`src/rtl/mgmt_gpio_blink_gen.sv`:
```
`default_nettype none
// +--------------------------------------------------------------------------+
// | Module      : mgmt_gpio_blink_gen                                        |
// | Description : Blink pattern generator for the management GPIO pad.       |
// |               Emits num_blinks high-then-low pulses, each phase lasting  |
// |               half_period cycles, then pulses done for one cycle.        |
// | Options     : MGMT_BLINK_IRQ_EN adds a sticky completion interrupt       |
// |               (irq) with its clear input (irq_clr).                      |
// | Revision    : 1.0 - initial release                                      |
// +--------------------------------------------------------------------------+
module mgmt_gpio_blink_gen #(
   parameter int CNT_W = 24,
   parameter int NUM_W = 8
) (
   input  logic             sys_clk,
   input  logic             sys_rst,
   input  logic             start,
   input  logic [CNT_W-1:0] half_period,
   input  logic [NUM_W-1:0] num_blinks,
   input  logic             abort,
`ifdef MGMT_BLINK_IRQ_EN
   input  logic             irq_clr,
   output logic             irq,
`endif
   output logic             gpio_out,
   output logic             gpio_oeb,
   output logic             busy,
   output logic             done,
   output logic [NUM_W-1:0] blinks_done
);

   localparam logic [CNT_W-1:0] c_cnt_one = CNT_W'(1);
   localparam logic [NUM_W-1:0] c_num_one = NUM_W'(1);

   typedef enum logic [1:0] {
      S_IDLE = 2'd0,
      S_HIGH = 2'd1,
      S_LOW  = 2'd2,
      S_DONE = 2'd3
   } state_t;

   state_t           r_state;
   logic [CNT_W-1:0] r_half;
   logic [NUM_W-1:0] r_num;
   logic [CNT_W-1:0] r_cnt;
   logic [CNT_W-1:0] w_h_eff;

   // A zero half-period would give an empty phase, so it behaves as one cycle
   assign w_h_eff = (half_period == '0) ? c_cnt_one : half_period;

   // Pattern FSM; r_cnt holds the remaining cycles of the current phase minus one
   always_ff @(posedge sys_clk) begin
      if (sys_rst) begin
         r_state     <= S_IDLE;
         r_half      <= '0;
         r_num       <= '0;
         r_cnt       <= '0;
         gpio_out    <= 1'b0;
         gpio_oeb    <= 1'b1;
         busy        <= 1'b0;
         done        <= 1'b0;
         blinks_done <= '0;
      end else begin
         done <= 1'b0;
         if (r_state != S_IDLE && abort) begin
            // Abort drops straight back to idle and keeps the blink count
            r_state  <= S_IDLE;
            gpio_out <= 1'b0;
            gpio_oeb <= 1'b1;
            busy     <= 1'b0;
         end else begin
            case (r_state)
               S_IDLE: begin
                  if (start && !abort) begin
                     r_half      <= w_h_eff;
                     r_num       <= num_blinks;
                     r_cnt       <= w_h_eff - c_cnt_one;
                     blinks_done <= '0;
                     busy        <= 1'b1;
                     gpio_oeb    <= 1'b0;
                     if (num_blinks == '0) begin
                        r_state <= S_DONE;
                        done    <= 1'b1;
                     end else begin
                        r_state  <= S_HIGH;
                        gpio_out <= 1'b1;
                     end
                  end
               end
               S_HIGH: begin
                  if (r_cnt == '0) begin
                     r_state     <= S_LOW;
                     gpio_out    <= 1'b0;
                     r_cnt       <= r_half - c_cnt_one;
                     blinks_done <= blinks_done + c_num_one;
                  end else begin
                     r_cnt <= r_cnt - c_cnt_one;
                  end
               end
               S_LOW: begin
                  if (r_cnt == '0) begin
                     if (blinks_done == r_num) begin
                        r_state <= S_DONE;
                        done    <= 1'b1;
                     end else begin
                        r_state  <= S_HIGH;
                        gpio_out <= 1'b1;
                        r_cnt    <= r_half - c_cnt_one;
                     end
                  end else begin
                     r_cnt <= r_cnt - c_cnt_one;
                  end
               end
               default: begin
                  // S_DONE: single-cycle completion state
                  r_state  <= S_IDLE;
                  gpio_out <= 1'b0;
                  gpio_oeb <= 1'b1;
                  busy     <= 1'b0;
               end
            endcase
         end
      end
   end

`ifdef MGMT_BLINK_IRQ_EN
   // Sticky interrupt: set the cycle after done, set has priority over clear
   always_ff @(posedge sys_clk) begin
      if (sys_rst) begin
         irq <= 1'b0;
      end else if (done) begin
         irq <= 1'b1;
      end else if (irq_clr) begin
         irq <= 1'b0;
      end
   end
`endif

endmodule
`default_nettype wire

```
`config.mk`:
```
export PLATFORM = sky130hd
export DESIGN_NAME = mgmt_gpio_blink_gen
export DESIGN_NICKNAME = d
export VERILOG_FILES = /design/src/rtl/mgmt_gpio_blink_gen.sv
export SDC_FILE = /design/constraint.sdc
export NUM_CORES = 1
export LEC_CHECK = 0
export BUFFER_PORTS_ARGS = -buffer_cell sky130_fd_sc_hd__buf_2
export CAP_MARGIN = 20
export CELL_PAD_IN_SITES_DETAIL_PLACEMENT = 2
export CELL_PAD_IN_SITES_GLOBAL_PLACEMENT = 2
export CORE_MARGIN = 4
export CORE_UTILIZATION = 36
export DETAILED_ROUTE_END_ITERATION = 6
export GPL_TIMING_DRIVEN = 0
export PLACE_DENSITY_LB_ADDON = 0.1
export REMOVE_ABC_BUFFERS = 1
export SYNTH_ARGS = -nofsm -noshare
export SYNTH_HDL_FRONTEND = slang
export SYNTH_SLANG_ARGS = --single-unit
export TNS_END_PERCENT = 20
```
`constraint.sdc`:
```
create_clock -name sys_clk -period 8.35 [get_ports sys_clk]
set_input_delay 0.835 -clock sys_clk [delete_from_list [all_inputs] [get_ports sys_clk]]
set_output_delay 0.835 -clock sys_clk [all_outputs]
set_load 0.02 [all_outputs]
```
* Yosys cells after proc, flatten, opt, wreduce, memory -nomap -nowiden
Cells that the tools add are included.
** Storage, ports and cells
- Input bits :: 36
- Register bits :: 70
- Output and inout port bits :: 12
** Operators by class
- Multiplexer cells :: 30
- Reduce and logical (&&, ||, !) cells :: 18
- $add $sub $neg :: 4
- Bitwise gates (word level) :: 2
- Equal/unequal tests :: 9
** Operators by type and width (number)
- $mux 24 :: 5
- $pmux 24 s3 :: 1
- $sub 24x1->24 const B :: 3
- $logic_not 24->1 :: 2
- $mux 8 :: 2
- $pmux 8 s2 :: 1
- $mux 1 :: 11
- $mux 2 :: 5
- $ne 2x2->1 const B :: 5
- $add 8x1->8 const B :: 1
- $eq 8x8->1 :: 1
- $logic_not 8->1 :: 1
- $reduce_and 4->1 :: 2
- $pmux 1 s2 :: 3
- $pmux 2 s3 :: 1
- $reduce_and 3->1 :: 2
- $reduce_and 5->1 :: 1
- $reduce_bool 2->1 :: 2
- $reduce_or 2->1 :: 2
- $ne 3x3->1 const B :: 1
- $pmux 1 s3 :: 1
- $reduce_bool 3->1 :: 1
- $eq 2x1->1 const B :: 1
- $eq 2x2->1 const B :: 1
- other kinds (5) :: 7

* Logic depth before layout (Yosys ltp)
- Depth in word-level cells :: 5
- Gate-level depth with buffers :: 16
- Gate-level depth less buffers :: 13

* Least setup slack after synthesis
No wires, ideal clock.
- Path kind :: flip-flop to flip-flop
- Start :: register r_state[0]
- End :: register r_cnt[14]
- Required time :: 8.231 ns
- Buffers on the path :: 5
- Slack :: 5.011 ns
- Setup time :: 0.119 ns
- Cell stages (with the launch flop) :: 17
- Data arrival time :: 3.221 ns
- Cells stage by stage :: dfxtp_1 inv_1 ha_1 buf_6 buf_6 clkbuf_1 clkbuf_1 clkbuf_1 nand2_1 o21ai_0 ha_1 nand2_1 a31oi_1 o21ai_2 a2111oi_0 nor2_1 o221a_2
** Between the ends
- Cells in the longest elaborated chain, start to end :: 4
- Elaborated cells on any way between the ends :: 11
** RTL lines
- start: declaration :: RTL line 42 : state_t r_state;
- start signal: assignment :: RTL line 54 : r_state <= S_IDLE;
- start signal: assignment :: RTL line 67 : r_state <= S_IDLE;
- start signal: assignment :: RTL line 82 : r_state <= S_DONE;
- branches (longest 4 deep; another with $reduce_and 4->1)
- end signal: assignment :: RTL line 77 : r_cnt <= w_h_eff - c_cnt_one;
- end signal: assignment :: RTL line 94 : r_cnt <= r_half - c_cnt_one;
- end signal: assignment :: RTL line 97 : r_cnt <= r_cnt - c_cnt_one;
- end: declaration :: RTL line 45 : logic [CNT_W-1:0] r_cnt;
Parallel ways; which one is timed is not known.
A chain may end at the register's enable or synchronous reset.

* Worst setup path in the final report
- Start :: register r_cnt[17]
- End :: register r_cnt[22]
** Between the ends
- Cells in the longest elaborated chain, start to end :: 3
- Elaborated cells on any way between the ends :: 7
** RTL lines
- $sub 24x1->24 or $logic_not 24->1 (tied branches)
- $mux 24 (tied with other cells) :: RTL line 101 : if (r_cnt == '0) begin
- $pmux 24 s3 or $reduce_and 4->1 (tied branches)
Several ways; a longest one is shown, not always the timed one.

==> flow_metrics.env <==
export IMPL_htreeDepth=3
export IMPL_cts_setup_buffers=0
export IMPL_die_w_um=114.5
export IMPL_final_setup_tns_ns=0
export IMPL_path_clk_slew_ns=0.06
export IMPL_grt_use_total=0.2448
export IMPL_grt_max_degree=53
export IMPL_fin_skew_ns=0.005537
export IMPL_yosysTopAreaCell="dfxtp_1"
export IMPL_setup_violations_final=0
export IMPL_drc=0
export IMPL_endpoint_kind="register"
export IMPL_ys_ff_latch=70
export IMPL_synthCells=544
export IMPL_firstDrtPassIters=4
export IMPL_synthArstFlopShare=0
export IMPL_synth_area_leaders="dfxtp_1 (34%), a21oi_1 (8.5%), nand2_1 (7.6%), nor2_1 (5.6%), xor2_1 (3.9%)"
export IMPL_startpoint_type="register"
export IMPL_worstPathMaxFanout=15
export IMPL_nets=614
export IMPL_synth_top_cell_area_share=0.3430
export IMPL_n_antenna_cell=0
export IMPL_cts_num_sinks=70
export IMPL_cp_slowest_cell="and4_1"
export IMPL_ctsRootBufferMaster="clkbuf_16"
export IMPL_slew_headroom=0.2742
export IMPL_start_util=0.3720
export IMPL_finalPower_uw=1487
export IMPL_drt_wirelength_per_cell_um=21.82
export IMPL_finalWirelength_mm=15.65
export IMPL_dieHeight_um=114.5
export IMPL_finalMaxSlewViolations=0
export IMPL_cts_made_buffers=9
export IMPL_min_from="r_half[23]"
export IMPL_via_count=4217
export IMPL_worst_endpoint_required_ns=8.59
export IMPL_grt_pass1_wl_mm=24.85
export IMPL_ys_warn_count=0
export IMPL_crit_type="register to register"
export IMPL_cts_tree="done"
export IMPL_syn_cell_area_um2=4085
export IMPL_max_stage_delay_ns=0.89
export IMPL_power_density_nw_per_um2=313.2
export IMPL_crit_path_frequent_cell="and2_1"
export IMPL_ys_seq_area_frac=0.3430
export IMPL_grt_ovfl_total=0
export IMPL_ctsResizeCount=0
export IMPL_maxCapViolations=0
export IMPL_dieArea_um2=13120
export IMPL_core_area_um2=10980
export IMPL_startpoint="r_cnt[17]"
export IMPL_gp_congestion=0.7726
export IMPL_power_leakage_uw=0.001769
export IMPL_worst_pin_slew_ns=1.089
export IMPL_fp_row_count=38
export IMPL_grt_pass1_vias=4463
export IMPL_routed_via_density=5.881
export IMPL_path_cells="nor4_1 > and4_1 > and2_1 > a21oi_1 > nand2_1 > o21ai_0 > ha_1 > and2_1 > o21ai_2 > nor3_1 > a31o_1 > a311oi_1"
export IMPL_drive_gt1_frac=0.1473
export IMPL_clock_path_buffers=2
export IMPL_hold_viol=0
export IMPL_irDropWorstVdd_mv=0.1364
export IMPL_status="finished, final reports clean"
export IMPL_antenna_found_initial=0
export IMPL_yosys_cell_types_count=58
export IMPL_min_path_type="register to register"
export IMPL_area_delta_synth_final_pct=16.20
export IMPL_ant_nets=0
export IMPL_clock_latency_ns=0.34
export IMPL_hpwl_mm=10.49
export IMPL_design_portCount=48
export IMPL_r2r_start="r_cnt[17]"
export IMPL_worst_slack_ns=3.496
export IMPL_post_route_util=0.4322
export IMPL_rsz0062_at_grt="false"
export IMPL_synth_area_per_cell_um2=7.510
export IMPL_drt_initial_drc_count=200
export IMPL_min_period_ns=4.854
export IMPL_critPathArrivalTime_ns=5.10
export IMPL_holdBufCountCts=0
export IMPL_port_buffers=47
export IMPL_post_route_period_util=0.5813
export IMPL_synth_enable_flop_cells=0
export IMPL_synthFlopType="dfxtp_1"
export IMPL_dp_slack_ns=3.652
export IMPL_fmax_mhz=206.0
## per-layer routing
metal  vias to the layer above  wire length (µm)  track usage
met5                         -                 0            0
met4                         0               330      0.08551
met3                        21               571      0.03330
met2                        73              7832       0.4245
met1                      2102              6914       0.3096
li1                       2021                 -            -
## through the flow
| step | area (µm²) | hold WS (ns) | std cells |
|---|---|---|---|
| after CTS | 4747 | 0.4673 | 717 |
| after global routing | 4747 | 0.4840 | 717 |
| final | 4747 | 0.4594 | 717 |
| after floorplan | 3938 | 0.4262 | 512 |
| after detailed placement | 4397 | 0.4591 | 701 |
| after global placement | 4348 | 0.4452 | 699 |
## synthesized netlist by cell type (4+ instances only)
master / count
nor2b_1: 4
nor3_1: 18
clkbuf_1: 24
nor2_1: 61
dfxtp_1: 70
xnor2_1: 6
or3_1: 9
a31oi_1: 8
buf_2: 4
nand3_1: 11
or2_2: 5
a211oi_1: 12
o21bai_1: 7
nor3b_1: 4
ha_1: 6
nor4_1: 11
nand4_1: 7
a21oi_1: 69
nand2_1: 83
a311oi_1: 10
xor2_1: 18
inv_1: 8
o21ai_0: 25
mux2_2: 5
## where the power goes
group	leakage (µW)	internal (µW)	total (µW)	switching, µW
Sequential	0.000573	387	445	57.8
Clock	0.000170	309	460	152
Combinational	0.00103	201	581	380
Total	0.00177	897	1490	590
## sequential cells by signal, summed over array words and instances, names as in the netlist
register / count
r_cnt: 24
r_half: 24
done: 1
r_num: 8
gpio_out: 1
r_state: 2
gpio_oeb: 1
busy: 1
blinks_done: 8
## kinds of logic after synthesis
group                    share of synthesized area
AND/OR/NAND/NOR                             0.2750
XOR/XNOR                                   0.05145
AO/OA/AOI/OAI                               0.2499
adder cells (fa/ha/maj)                    0.01838
flip-flops                                  0.3430
multiplexers                               0.01868
buffers and inverters                      0.04349
## worst max-delay path: cells and delay by family (launching register included)
kind | cells | cell delay [ns]
compound gates | 5 | 1.31
simple gates | 6 | 2.83
fa+ha+maj | 1 | 0.26
flops | 1 | 0.34
## path summary, 6_finish.rpt
path	to	slack, ns	depth (start not counted)
worst min-delay path	r_half[23]	0.46	2
worst max register to register	r_cnt[22]	3.50	12
worst min register to register	r_half[23]	0.46	2
worst max-delay path	r_cnt[22]	3.50	12
## cell type report
class / count / area [µm²]
fill: 1254 / 6236
multi-input combinational: 434 / 2524
sequential: 70 / 1401
timing repair buffer: 49 / 266.5
clock buffer: 13 / 260.3
tap: 140 / 175.2
clock inverter: 3 / 90.09
inverter: 8 / 30.03
## cell usage in the layout, fill, tap and decap left out, drive strengths merged, types with 10 or more instances in the layout
| cell | Yosys | routed |
|---|---|---|
| a211oi | 12 | 12 |
| a21oi | 69 | 69 |
| a311oi | 10 | 10 |
| buf | 8 | 49 |
| clkbuf | 24 | 13 |
| dfxtp | 70 | 70 |
| nand2 | 83 | 83 |
| nand3 | 11 | 11 |
| nor2 | 61 | 61 |
| nor3 | 18 | 18 |
| nor4 | 14 | 14 |
| o21ai | 30 | 30 |
| xor2 | 18 | 18 |
Note: power is estimated with default switching activity, not from simulation.
